## src/rtl/dot_product_reader.sv

```systemverilog
`default_nettype none
// ============================================================================
//  Module   : dot_product_reader
//  Purpose  : Walks the dot-product result RAM after a run completes, latches
//             the four complex lane results at each address and serializes
//             them one complex word per beat on a valid/ready stream.
//  Revision : 1.0 - initial release
// ============================================================================
module dot_product_reader #(
    parameter int WIDTH      = 16,
    parameter int ADDR_WIDTH = 3,
    parameter int DEPTH      = 8
) (
    input  logic                  clk,
    input  logic                  rst,
    input  logic                  start,
    output logic [ADDR_WIDTH-1:0] readAddrReal,
    output logic [ADDR_WIDTH-1:0] readAddrImag,
    input  logic [WIDTH-1:0]      ramaReal,
    input  logic [WIDTH-1:0]      ramaImag,
    input  logic [WIDTH-1:0]      rambReal,
    input  logic [WIDTH-1:0]      rambImag,
    input  logic [WIDTH-1:0]      ramcReal,
    input  logic [WIDTH-1:0]      ramcImag,
    input  logic [WIDTH-1:0]      ramdReal,
    input  logic [WIDTH-1:0]      ramdImag,
    output logic                  out_valid,
    input  logic                  out_ready,
    output logic [WIDTH-1:0]      outReal,
    output logic [WIDTH-1:0]      outImag,
    output logic [1:0]            outLane,
    output logic [ADDR_WIDTH-1:0] outIndex,
    output logic                  busy,
    output logic                  done
);

    localparam logic [ADDR_WIDTH-1:0] LAST_IDX = ADDR_WIDTH'(DEPTH - 1);

    typedef enum logic [2:0] {
        S_IDLE  = 3'd0,
        S_FETCH = 3'd1,
        S_LOAD  = 3'd2,
        S_SEND  = 3'd3,
        S_DONE  = 3'd4
    } state_t;

    state_t                state;
    logic [ADDR_WIDTH-1:0] idx;
    logic [1:0]            lane;
    logic [WIDTH-1:0]      hold_real [4];
    logic [WIDTH-1:0]      hold_imag [4];

    // Sequencer: address walk, lane stepping, holding-register capture and
    // registered handshake/status flags.
    always_ff @(posedge clk) begin
        if (!rst) begin
            state     <= S_IDLE;
            idx       <= '0;
            lane      <= 2'd0;
            out_valid <= 1'b0;
            busy      <= 1'b0;
            done      <= 1'b0;
            for (int i = 0; i < 4; i++) begin
                hold_real[i] <= '0;
                hold_imag[i] <= '0;
            end
        end else begin
            done <= 1'b0;
            case (state)
                S_IDLE: begin
                    idx  <= '0;
                    lane <= 2'd0;
                    if (start) begin
                        state <= S_FETCH;
                        busy  <= 1'b1;
                    end
                end
                // Address is already stable; RAM registers its output at this edge.
                S_FETCH: begin
                    state <= S_LOAD;
                end
                // Capture all lanes at once so later RAM writes cannot disturb the beats.
                S_LOAD: begin
                    hold_real[0] <= ramaReal;
                    hold_imag[0] <= ramaImag;
                    hold_real[1] <= rambReal;
                    hold_imag[1] <= rambImag;
                    hold_real[2] <= ramcReal;
                    hold_imag[2] <= ramcImag;
                    hold_real[3] <= ramdReal;
                    hold_imag[3] <= ramdImag;
                    lane         <= 2'd0;
                    out_valid    <= 1'b1;
                    state        <= S_SEND;
                end
                S_SEND: begin
                    if (out_ready) begin
                        if (lane != 2'd3) begin
                            lane <= lane + 2'd1;
                        end else begin
                            out_valid <= 1'b0;
                            if (idx != LAST_IDX) begin
                                idx   <= idx + ADDR_WIDTH'(1);
                                lane  <= 2'd0;
                                state <= S_FETCH;
                            end else begin
                                done  <= 1'b1;
                                state <= S_DONE;
                            end
                        end
                    end
                end
                S_DONE: begin
                    idx   <= '0;
                    lane  <= 2'd0;
                    busy  <= 1'b0;
                    state <= S_IDLE;
                end
                default: begin
                    state     <= S_IDLE;
                    idx       <= '0;
                    lane      <= 2'd0;
                    out_valid <= 1'b0;
                    busy      <= 1'b0;
                end
            endcase
        end
    end

    assign readAddrReal = idx;
    assign readAddrImag = idx;
    assign outReal      = hold_real[lane];
    assign outImag      = hold_imag[lane];
    assign outLane      = lane;
    assign outIndex     = idx;

endmodule
`default_nettype wire
```

## config.mk

```make
export PLATFORM = sky130hd
export DESIGN_NAME = dot_product_reader
export DESIGN_NICKNAME = d
export VERILOG_FILES = /design/src/rtl/dot_product_reader.sv
export SDC_FILE = /design/constraint.sdc
export NUM_CORES = 1
export LEC_CHECK = 0
export ABC_AREA = 1
export BUFFER_PORTS_ARGS = -buffer_cell sky130_fd_sc_hd__buf_4
export CAP_MARGIN = 20
export CORE_UTILIZATION = 52
export CTS_CLUSTER_DIAMETER = 200
export DETAILED_ROUTE_END_ITERATION = 8
export PLACE_DENSITY_LB_ADDON = 0.05
export SLEW_MARGIN = 40
export SYNTH_ARGS = -nofsm -noshare
export SYNTH_HDL_FRONTEND = slang
export SYNTH_SLANG_ARGS = --single-unit
export TNS_END_PERCENT = 50
```

## constraint.sdc

```tcl
create_clock -name clk -period 4.69 [get_ports clk]
set_input_delay 0.2345 -clock clk [delete_from_list [all_inputs] [get_ports clk]]
set_output_delay 0.2345 -clock clk [all_outputs]
set_load 0.02 [all_outputs]
```

=== Word-level counts from Yosys, hierarchy flattened ===
Memory sizes are Yosys's and may differ from the RTL's. A register that Yosys moved wholly into a read port is not among the register bits.
Index checks and enable logic that the tools add are counted.
W data, S select, Z words.

* Add/sub/neg operators: 2
* Eq/ne operators: 11
* Mux-type cells: 35
* Bitwise operators: 15
* Reductions and logical operators: 10

{| class="wikitable"
|+ Operators with widths
! cell !! count
|-
| $mux W16 || 8
|-
| $mux W3 || 7
|-
| $mux W2 || 7
|-
| $pmux W3 S4 || 1
|-
| $ne A2 B2 Y1 const B || 5
|-
| $reduce_and A3 Y1 || 3
|-
| $mux W1 || 8
|-
| $or A1 B1 Y1 || 8
|-
| $not A1 Y1 || 7
|-
| $eq A3 B2 Y1 const B || 2
|-
| $ne A3 B3 Y1 const B || 2
|-
| $pmux W3 S2 || 1
|-
| $reduce_or A3 Y1 || 2
|-
| $pmux W2 S2 || 1
|-
| $reduce_and A4 Y1 || 1
|-
| $reduce_or A4 Y1 || 1
|-
| $add A3 B1 Y3 const B || 1
|-
| $eq A3 B1 Y1 const B || 1
|-
| $eq A3 B3 Y1 const B || 1
|-
| $logic_not A3 Y1 || 1
|-
| $pmux W1 S3 || 1
|-
| $add A2 B1 Y2 const B || 1
|-
| $pmux W1 S2 || 1
|-
| $reduce_and A2 Y1 || 1
|-
| $reduce_or A2 Y1 || 1
|}

* Register bits after elaboration: 11
* RAM bits: 128
* Input port bits: 132
* Output and inout port bits: 46
* Memories kept: 2

{| class="wikitable"
|+ Memories
! memory !! depth !! width !! read ports !! clocked after memory_dff !! wr ports !! RTL line !! source
|-
| hold_imag || 4 || 16 || 1 || 1 || 4 || 51 || <nowiki>logic [WIDTH-1:0] hold_imag [4];</nowiki>
|-
| hold_real || 4 || 16 || 1 || 1 || 4 || 50 || <nowiki>logic [WIDTH-1:0] hold_real [4];</nowiki>
|}

=== Logic depth before layout (Yosys ltp) ===
Gate-level depths: netlist of the first run.

* Word-level depth: 7
* Gate-level depth with buffers: 9
* Mapped depth without buffers: 9

=== Least setup slack after synthesis of the first run ===
OpenSTA, ideal clock, no wires.

* Path type: reg-to-reg
* Start: reg state[0]
* End: mem hold_imag[0][0], enable pin
* Setup time: 1.122 ns
* Arrival: 2.680 ns
* Required time: 3.568 ns
* Slack: 0.888 ns
* Cell stages (with the launch flop): 4
* Period minus slack after synthesis: 3.802 ns
* Cell sequence: dfxtp_1 > inv_2 > nand3_1 > nand2_1

{| class="wikitable"
|+ RTL lines
! item !! RTL line !! source
|-
| start, declared || 47 || <nowiki>state_t state;</nowiki>
|-
| start signal, assigned || 57 || <nowiki>state <= S_IDLE;</nowiki>
|-
| start signal, assigned || 74 || <nowiki>state <= S_FETCH;</nowiki>
|-
| start signal, assigned || 80 || <nowiki>state <= S_LOAD;</nowiki>
|-
| end, declared || 51 ||
|}

==> impl_metrics.json, run 1 <==
{
  "r2r_start": "state[2]",
  "max_slew_margin_pct": 57.9,
  "cts_hold_buf": 0,
  "tritoncts": "built",
  "fp.dieH_um": 113,
  "synth-seq-area-share_pct": 63.8,
  "min_period_over_period_pct": 46.8,
  "design_area_um2": 8370,
  "final_layout_size_suffix_gt1_share_pct": 27.0,
  "synthAdderAreaFrac_pct": 0.584,
  "io_pins": 178,
  "final_cell_mix": "208 x nor2_1, 182 x buf_4, 140 x inv_1, 128 x edfxtp_1, 64 x o21ai_0",
  "hold_class": "in -> reg",
  "post_cts_resize_count": 0,
  "antenna_found_initial": 0,
  "synth_area_um2": 6430,
  "path_max_fanout": 64,
  "core_area_um2": 12000,
  "crit_buf_inv": 2,
  "grt_max_degree": 65,
  "p_per_area_nw_per_um2": 426,
  "grt_remaining_overflow": 0,
  "synth_compound_area_share_pct": 8.72,
  "final_nets": 973,
  "critical_path.cell_chain": "buf_4, o21ai_0, o22ai_1, buf_4",
  "outcome": "complete, no violations",
  "synth-xor-area-share_pct": 0,
  "postCtsSetupRepairBufs": 0,
  "peakVddDrop_mv": 0.232,
  "start_kind": "flip-flop",
  "worst_slew_pin_slew_ns": 0.631,
  "avgRoutedWirePerCell_um": 13.8,
  "cp.required_ns": 4.46,
  "post-route-min-period_ns": 2.19,
  "grt_usage_pct": 22.3,
  "avgViaCountPerCell": 4.93,
  "h-tree-depth": 4,
  "dp_hpwl_um": 8960,
  "yosysWarnings": 0,
  "areaGrowthSynthToFinish_pct": 30.2,
  "postRouteAntennaNets": 0,
  "io_buffers": 177,
  "drt_iter0_drc": 288,
  "r2r_slack_ns": 2.59,
  "cpLargestDelayFamily": "buffers and inverters",
  "clockRootBuffer": "clkbuf_16",
  "finalMaxSlewViolations": 0,
  "finalSetupViolCount": 0,
  "path_clk_slew_ns": 0.06,
  "finalSetupTns_ns": 0,
  "netlist_instances": 676,
  "yosysUniqueCellTypes": 25,
  "first_pass_iters": 6,
  "yosys-mux-area-fraction_pct": 0,
  "worst_path_most_repeated_cell": "buf_4",
  "cts_made_buffers": 17,
  "gp_congestion": 0.874,
  "ys_seq_elements": 141,
  "yosys.area_share.simple_pct": 15.0,
  "grt_pass1_vias": 4700,
  "cts_buffer_depth": 2,
  "r2r_end": "hold_imag[1][3]",
  "diodes": 0,
  "critPathKind": "reg -> out",
  "arrival_ns": 1.96,
  "final_common_cell": "nor2_1",
  "grt_pass1_wl_um": 22000,
  "avgSynthCellArea_um2": 9.51,
  "fin_worst_skew_ns": 0.0166,
  "fin_util_pct": 69.7,
  "holdPathStages": 3,
  "crit_slowest_cell": "buf_4",
  "syn-num-nets": 811,
  "end_kind": "output port",
  "fmax_mhz": 456,
  "die_x_um": 113,
  "start_util_pct": 53.5,
  "vias": 4925,
  "min_to": "hold_real[3][0]",
  "dpl_cell_area_um2": 7800,
  "cpPeakStageDelay_ns": 0.53,
  "clock-sinks": 141,
  "max_cap_viol_count": 0,
  "hold_path.startpoint": "ramdReal[0]",
  "wl_um": 13700,
  "synth_top_family_by_area": "simple AND/OR/NAND/NOR gates",
  "fp-row-count": 40,
  "drcViolationCount": 0,
  "finalHoldViolCount": 0,
  "reg2reg_depth": 4,
  "rsz0062_at_grt": "false",
  "clk_latency_ns": 0.41,
  "power.leakage_uw": 0.00407,
  "die-area_um2": 12800,
  "fill_cells": 967
}
area by class of cell:
class                   instances  area, um^2  area share (%)
clock buffers                  20         479            5.72
clock inverters                12        83.8            1.00
inverters                     145         547            6.53
multi-input cells             350        1590            19.0
flip-flops and latches        141        4110            49.0
well taps                     147         184            2.20
repair buffers                183        1390            16.6
synthesized netlist by cell type:
cell type	instances	share of area, %
nand3_1	5	0.39
buf_6	2	0.35
ha_1	3	0.58
or2_2	1	0.097
o22ai_1	32	3.1
inv_2	4	0.23
buf_2	12	0.93
clkbuf_1	16	0.93
nand3_2	3	0.47
dfxtp_1	13	4.0
nor3_1	4	0.31
nand4_1	1	0.097
nand2_2	1	0.097
nand2_1	17	0.99
nor2_1	208	12
nor2_2	3	0.29
o21ai_1	3	0.23
inv_1	141	8.2
buf_4	10	1.2
edfxtp_1	128	60
o21ai_2	1	0.14
nand3b_1	1	0.12
a21oi_1	2	0.16
o21ai_0	64	5.0
a31oi_1	1	0.097
logic make-up after synthesis:
logic type,Yosys count
simple gates,244
buf+inv,185
flops,141
compound gates,103
fa+ha+maj,3
worst max path at each step:
| stage | from | end | cells after the start |
|---|---|---|---|
| finish | flip-flop | outReal[1] | 4 |
| CTS | state[2] | hold_imag[1][3] | 4 |
| floorplan | state[0] | hold_imag[0][0] | 3 |
| global placement | state[1] | hold_imag[2][1] | 5 |
| detailed placement | state[2] | hold_imag[0][10] | 4 |
| global route | flip-flop | outReal[3] | 4 |
tightest hold or removal path, stage by stage:
cell and delay (ns):
buf_4 0.07, inv_1 0.03, nor2_1 0.08
flip-flops by register name (all words and copies together), names as in the netlist, named ones only:
register and cells:
done 1, hold_real 64, hold_imag 64, outIndex 3, state 3, busy 1
outLane 2, out_valid 1
metal layers:
| metal | global-route usage (%) | routed length, um |
|---|---|---|
| met5 | 0 | 0 |
| met1 | 29.2 | 5960 |
| met4 | 7.72 | 201 |
| met2 | 37.2 | 6780 |
| met3 | 4.82 | 795 |
through the flow:
stage / total power (uW) / worst slack, ns / instances / hold WS [ns]
after global routing: 3720 / 2.37 / 998 / 0.113
after global placement: 2330 / 2.51 / 965 / 0.468
after floorplan: 2050 / 0.888 / 676 / 0.428
final: 3560 / 2.50 / 998 / 0.118
after detailed placement: 2350 / 2.41 / 966 / 0.465
after CTS: 3590 / 2.40 / 998 / 0.111
power breakdown:
group          internal, uW  switching, uW  leakage (uW)
clock                   738            508      0.000265
combinational           292            451       0.00235
sequential             1530           45.6       0.00145
(Power assumes the default switching activity.)
==> run 2, diff against run 1 <==
ABC_AREA = 0   (was 1)
clock period = 2.3 ns   (was 4.69 ns; I/O delays follow)
==> impl_metrics.json, run 2 <==
{
  "outcome": "complete, no violations",
  "p_per_area_nw_per_um2": 675,
  "post_cts_resize_count": 0,
  "power_frac_clock_pct": 38.7,
  "dp_hpwl_um": 7930,
  "yosys.area.top_type": "edfxtp_1",
  "cts_buffer_depth": 2,
  "io_buffers": 177,
  "synth_common_cells": "128 x and2_1, 128 x edfxtp_1, 32 x mux4_2, 19 x buf_4, 13 x dfxtp_1",
  "cts_made_buffers": 17,
  "drcViolationCount": 0,
  "arrival_ns": 1.90,
  "end_kind": "output port",
  "pwr-share-comb_pct": 12.4,
  "reg.largest.list": "hold_imag: 64 flops, hold_real: 64 flops",
  "avgSynthCellArea_um2": 16.3,
  "max_cap_viol_count": 0,
  "hold_class": "in -> reg",
  "yosysUniqueCellTypes": 29,
  "vias": 4082,
  "synthFlopType": "edfxtp_1",
  "netlist_instances": 373,
  "diodes": 0,
  "tritoncts": "built",
  "power.internal_uw": 4910,
  "die_x_um": 110,
  "fp.dieH_um": 110,
  "critical_path.cell_chain": "buf_12, mux4_2, buf_4",
  "synth_area_um2": 6100,
  "wl_um": 13800,
  "rsz0062_at_grt": "false",
  "path_clk_slew_ns": 0.05,
  "finalSetupTns_ns": 0,
  "ys_top_cells_by_area": "edfxtp_1 63%, and2_1 13%, mux4_2 12%, dfxtp_1 4.3%, buf_4 2.3%",
  "power.leakage_uw": 0.00380,
  "syn-num-nets": 508,
  "fin_worst_skew_ns": 0.00561,
  "worst_slew_pin_slew_ns": 0.410,
  "max_slew_margin_pct": 72.7,
  "finalHoldViolCount": 0,
  "cpPeakStageDelay_ns": 0.56,
  "p_switching_uw": 1330,
  "grt_pass1_vias": 4155,
  "final_layout_size_suffix_gt1_share_pct": 36.6,
  "final_cell_mix": "181 x buf_4, 128 x and2_1, 128 x edfxtp_1, 118 x dlygate4sd3_1, 32 x mux4_2",
  "finalMaxSlewViolations": 0,
  "antenna_found_initial": 0,
  "areaGrowthSynthToFinish_pct": 51.8,
  "path_max_fanout": 14,
  "postRouteAntennaNets": 0,
  "clock-sinks": 141,
  "die-area_um2": 12200,
  "fp-row-count": 39,
  "crit_slowest_cell": "dfxtp_2",
  "io_pins": 178,
  "critPathKind": "reg -> out",
  "grt_remaining_overflow": 0,
  "final_nets": 802,
  "ys_seq_elements": 141,
  "fmax_mhz": 496,
  "final_common_cell": "buf_4",
  "min_period_over_period_pct": 87.6,
  "cts_hold_buf": 117,
  "grt_pass1_wl_um": 20600,
  "gp_congestion": 0.839,
  "avgViaCountPerCell": 4.97,
  "start_util_pct": 53.4,
  "first_pass_iters": 4,
  "finalSetupViolCount": 0,
  "yosysTopAreaCellShare_pct": 63.0,
  "sequentialPowerShare_pct": 48.9,
  "postCtsSetupRepairBufs": 0,
  "clockRootBuffer": "clkbuf_16",
  "grt_usage_pct": 23.9,
  "core_area_um2": 11400,
  "avgRoutedWirePerCell_um": 16.8,
  "synth_edf_count": 128,
  "h-tree-depth": 4,
  "fin_util_pct": 81.1,
  "peakVddDrop_mv": 0.432,
  "grt_max_degree": 73,
  "post-route-min-period_ns": 2.01,
  "drt_iter0_drc": 231,
  "synthArstFlopShare_pct": 0,
  "start_kind": "flip-flop",
  "yosysWarnings": 0,
  "netSwitchingFraction_pct": 21.4,
  "synth-seq-area-share_pct": 67.3,
  "clk_latency_ns": 0.41,
  "cp.required_ns": 2.18
}
==> run 2: cell count changes after synthesis, moves of 6 or more <==
cell / previous run / this run
nand2_1: 17 / 4
o21ai_0: 64 / 1
and2_1: 0 / 128
buf_2: 12 / 6
o22ai_1: 32 / 0
buf_4: 10 / 19
inv_1: 141 / 3
nor2_1: 208 / 5
mux4_2: 0 / 32
clkbuf_1: 16 / 3
==> run 2: critical path: cells and delay by family (launching register included) <==
family                 cells  cell delay (ns)
buffers and inverters      2             0.40
flip-flops                 1             0.56
multiplexers               1             0.52
==> run 2: routing by layer <==
metal / global-route usage [%] / vias up / wire (um) / part of all wire (%)
met4: 7.80 / 0 / 237 / 1.7
met5: 0 / - / 0 / 0
met1: 29.4 / 1965 / 5610 / 41
li1: - / 1950 / - / -
met2: 41.2 / 148 / 7210 / 52
met3: 6.29 / 19 / 740 / 5.4
==> run 2: worst paths after layout <==
kind	start	endpoint	slack (ns)	depth (start not counted)
min reg2reg	busy	busy	0.48	2
max	flip-flop	outImag[14]	0.29	3
min	ramdReal[15]	hold_real[3][15]	0.01	2
max reg2reg	state[1]	hold_imag[0][2]	0.46	3
==> run 2: final cells by class <==
class / instances / area, um^2
sequential: 141 / 4110
timing repair buffer: 304 / 2640
fill: 607 / 2160
multi-input combinational: 200 / 1810
clock buffer: 20 / 437
tap: 143 / 179
clock inverter: 10 / 76.3
inverter: 3 / 11.3
==> run 2: power groups by stage <==
stage               Sequential, uW  Combinational [uW]  Clock [uW]
CTS                           3050                 766        2440
global placement              3090                 589           0
floorplan                     3090                 303           0
detailed placement            3110                 602           0
finish                        3050                 773        2420
global route                  3070                 828        2560
==> run 2: logic make-up after synthesis <==
logic type	share of synthesized area, %
simple gates	15.2
buf+inv	3.26
flops	67.3
compound gates	0.985
mux	12.7
fa+ha+maj	0.616
==> run 2: stage by stage <==
step	power (uW)	std cells	hold slack, ns	setup slack [ns]	instance area [um^2]
6_report	6250	821	0.00973	0.285	9260
5_1_grt	6460	821	0.00602	0.160	9260
4_1_cts	6260	820	0.000237	0.221	9250
3_5_place_dp	3710	673	0.397	0.470	7560
3_3_place_gp	3680	673	0.394	0.541	7560
2_1_floorplan	3390	373	0.264	0.173	6110
==> run 3, diff against run 2 <==
ABC_AREA = 1   (was 0)
==> impl_metrics.json, run 3 (synthesis gave the netlist of run 1 again) <==
{
  "regArea_um2": 4110,
  "fill_cells": 859,
  "rsz0062_at_grt": "false",
  "post_cts_resize_count": 0,
  "pre_cts_slack_ns": 0.543,
  "p_per_area_nw_per_um2": 860,
  "fmax_mhz": 489,
  "grt_usage_pct": 24.4,
  "end_kind": "output port",
  "grt_pass1_vias": 5177,
  "cts_made_buffers": 17,
  "worst_path_most_repeated_cell": "buf_4",
  "path_max_fanout": 64,
  "final_cell_mix": "208 x nor2_1, 185 x buf_4, 141 x inv_1, 128 x edfxtp_1, 64 x o21ai_0",
  "start_kind": "flip-flop",
  "finalHoldViolCount": 0,
  "wl_met1_um": 6280,
  "fin_ws_ns": 0.255,
  "drcViolationCount": 0,
  "wl_um": 15100,
  "areaGrowthSynthToFinish_pct": 40.0,
  "power.leakage_uw": 0.00435,
  "finalMaxSlewViolations": 0,
  "dr_wl_met2_um": 7560,
  "final_nets": 1028,
  "die_x_um": 113,
  "finalPower_uw": 7740,
  "cp.required_ns": 2.18,
  "crit_slowest_cell": "buf_4",
  "multi_input_comb_area_um2": 1580,
  "dr_wl_met3_um": 991,
  "first_pass_iters": 4,
  "arrival_ns": 1.93,
  "grt_max_degree": 86,
  "io_pins": 178,
  "core_area_um2": 12000,
  "min_period_over_period_pct": 88.9,
  "max_cap_viol_count": 0,
  "dp_hpwl_um": 9360,
  "h-tree-depth": 4,
  "antenna_found_initial": 0,
  "postCtsSetupRepairBufs": 0,
  "cts_buffer_depth": 2,
  "cts_hold_buf": 47,
  "cpPeakStageDelay_ns": 0.52,
  "hold_class": "in -> reg",
  "final_common_cell": "nor2_1",
  "critical_path.cell_chain": "buf_4, o21ai_0, o22ai_1, buf_4",
  "die-area_um2": 12800,
  "diodes": 0,
  "critPathKind": "reg -> out",
  "finalSetupTns_ns": 0,
  "fp-row-count": 40,
  "gp_congestion": 0.824,
  "hold_ws_ns": 0.00107,
  "vias": 5261,
  "path_clk_slew_ns": 0.06,
  "postRouteAntennaNets": 0,
  "outcome": "complete, no violations",
  "max_slew_margin_pct": 57.7,
  "grt_pass1_wl_um": 23800,
  "grt_remaining_overflow": 0,
  "fin_worst_skew_ns": 0.00833,
  "avgViaCountPerCell": 5.00,
  "io_buffers": 177,
  "final_layout_size_suffix_gt1_share_pct": 26.0,
  "clk_latency_ns": 0.42,
  "drt_iter0_drc": 374,
  "top_layer": "met4",
  "peakVddDrop_mv": 0.530,
  "fin_util_pct": 74.9,
  "reg.largest.list": "hold_imag: 64 flops, hold_real: 64 flops",
  "start_util_pct": 53.5,
  "clockRootBuffer": "clkbuf_16",
  "finalSetupViolCount": 0,
  "worst_slew_pin_slew_ns": 0.634,
  "fp.dieH_um": 113,
  "avgRoutedWirePerCell_um": 14.3,
  "clock-sinks": 141,
  "post-route-min-period_ns": 2.04,
  "tritoncts": "built"
}
[run 3: layer usage]
metal | GRT usage, % | vias up
met1 | 30.0 | 2446
met5 | 0 | -
li1 | - | 2585
met3 | 5.25 | 21
met2 | 42.5 | 209
met4 | 8.95 | 0
[run 3: metrics by stage]
stage          instances  area (um^2)
2_1_floorplan        676         6440
3_3_place_gp         972         7880
3_5_place_dp         972         7880
4_1_cts             1051         8980
5_1_grt             1053         9000
6_report            1053         9000
[run 3: report_power, final]
part	internal, uW	switching (uW)	leakage, uW	total [uW]
clock	1840	1060	0.000299	2900
sequential	3120	95.8	0.00145	3220
combinational	677	950	0.00260	1630
total	5640	2100	0.00435	7740
[run 3: worst paths after layout]
path | start | end | slack, ns | depth (start not counted)
max | flip-flop | outImag[5] | 0.26 | 4
min | ramaReal[9] | hold_real[0][9] | 0.001 | 3
min reg2reg | out_valid | out_valid | 0.47 | 2
max reg2reg | state[1] | hold_real[0][1] | 0.54 | 5
[run 3: final cells by class]
type / instances / area share [%]
clock buffers: 18 / 4.88
clock inverters: 14 / 2.13
inverters: 145 / 6.05
multi-input cells: 350 / 17.5
flip-flops and latches: 141 / 45.6
well taps: 147 / 2.04
repair buffers: 238 / 21.8
[run 3: critical path: cells and delay by family, from the launching register on]
| kind | cells | cell delay, ns |
|---|---|---|
| compound gates | 2 | 0.45 |
| buf+inv | 2 | 0.70 |
| flops | 1 | 0.34 |
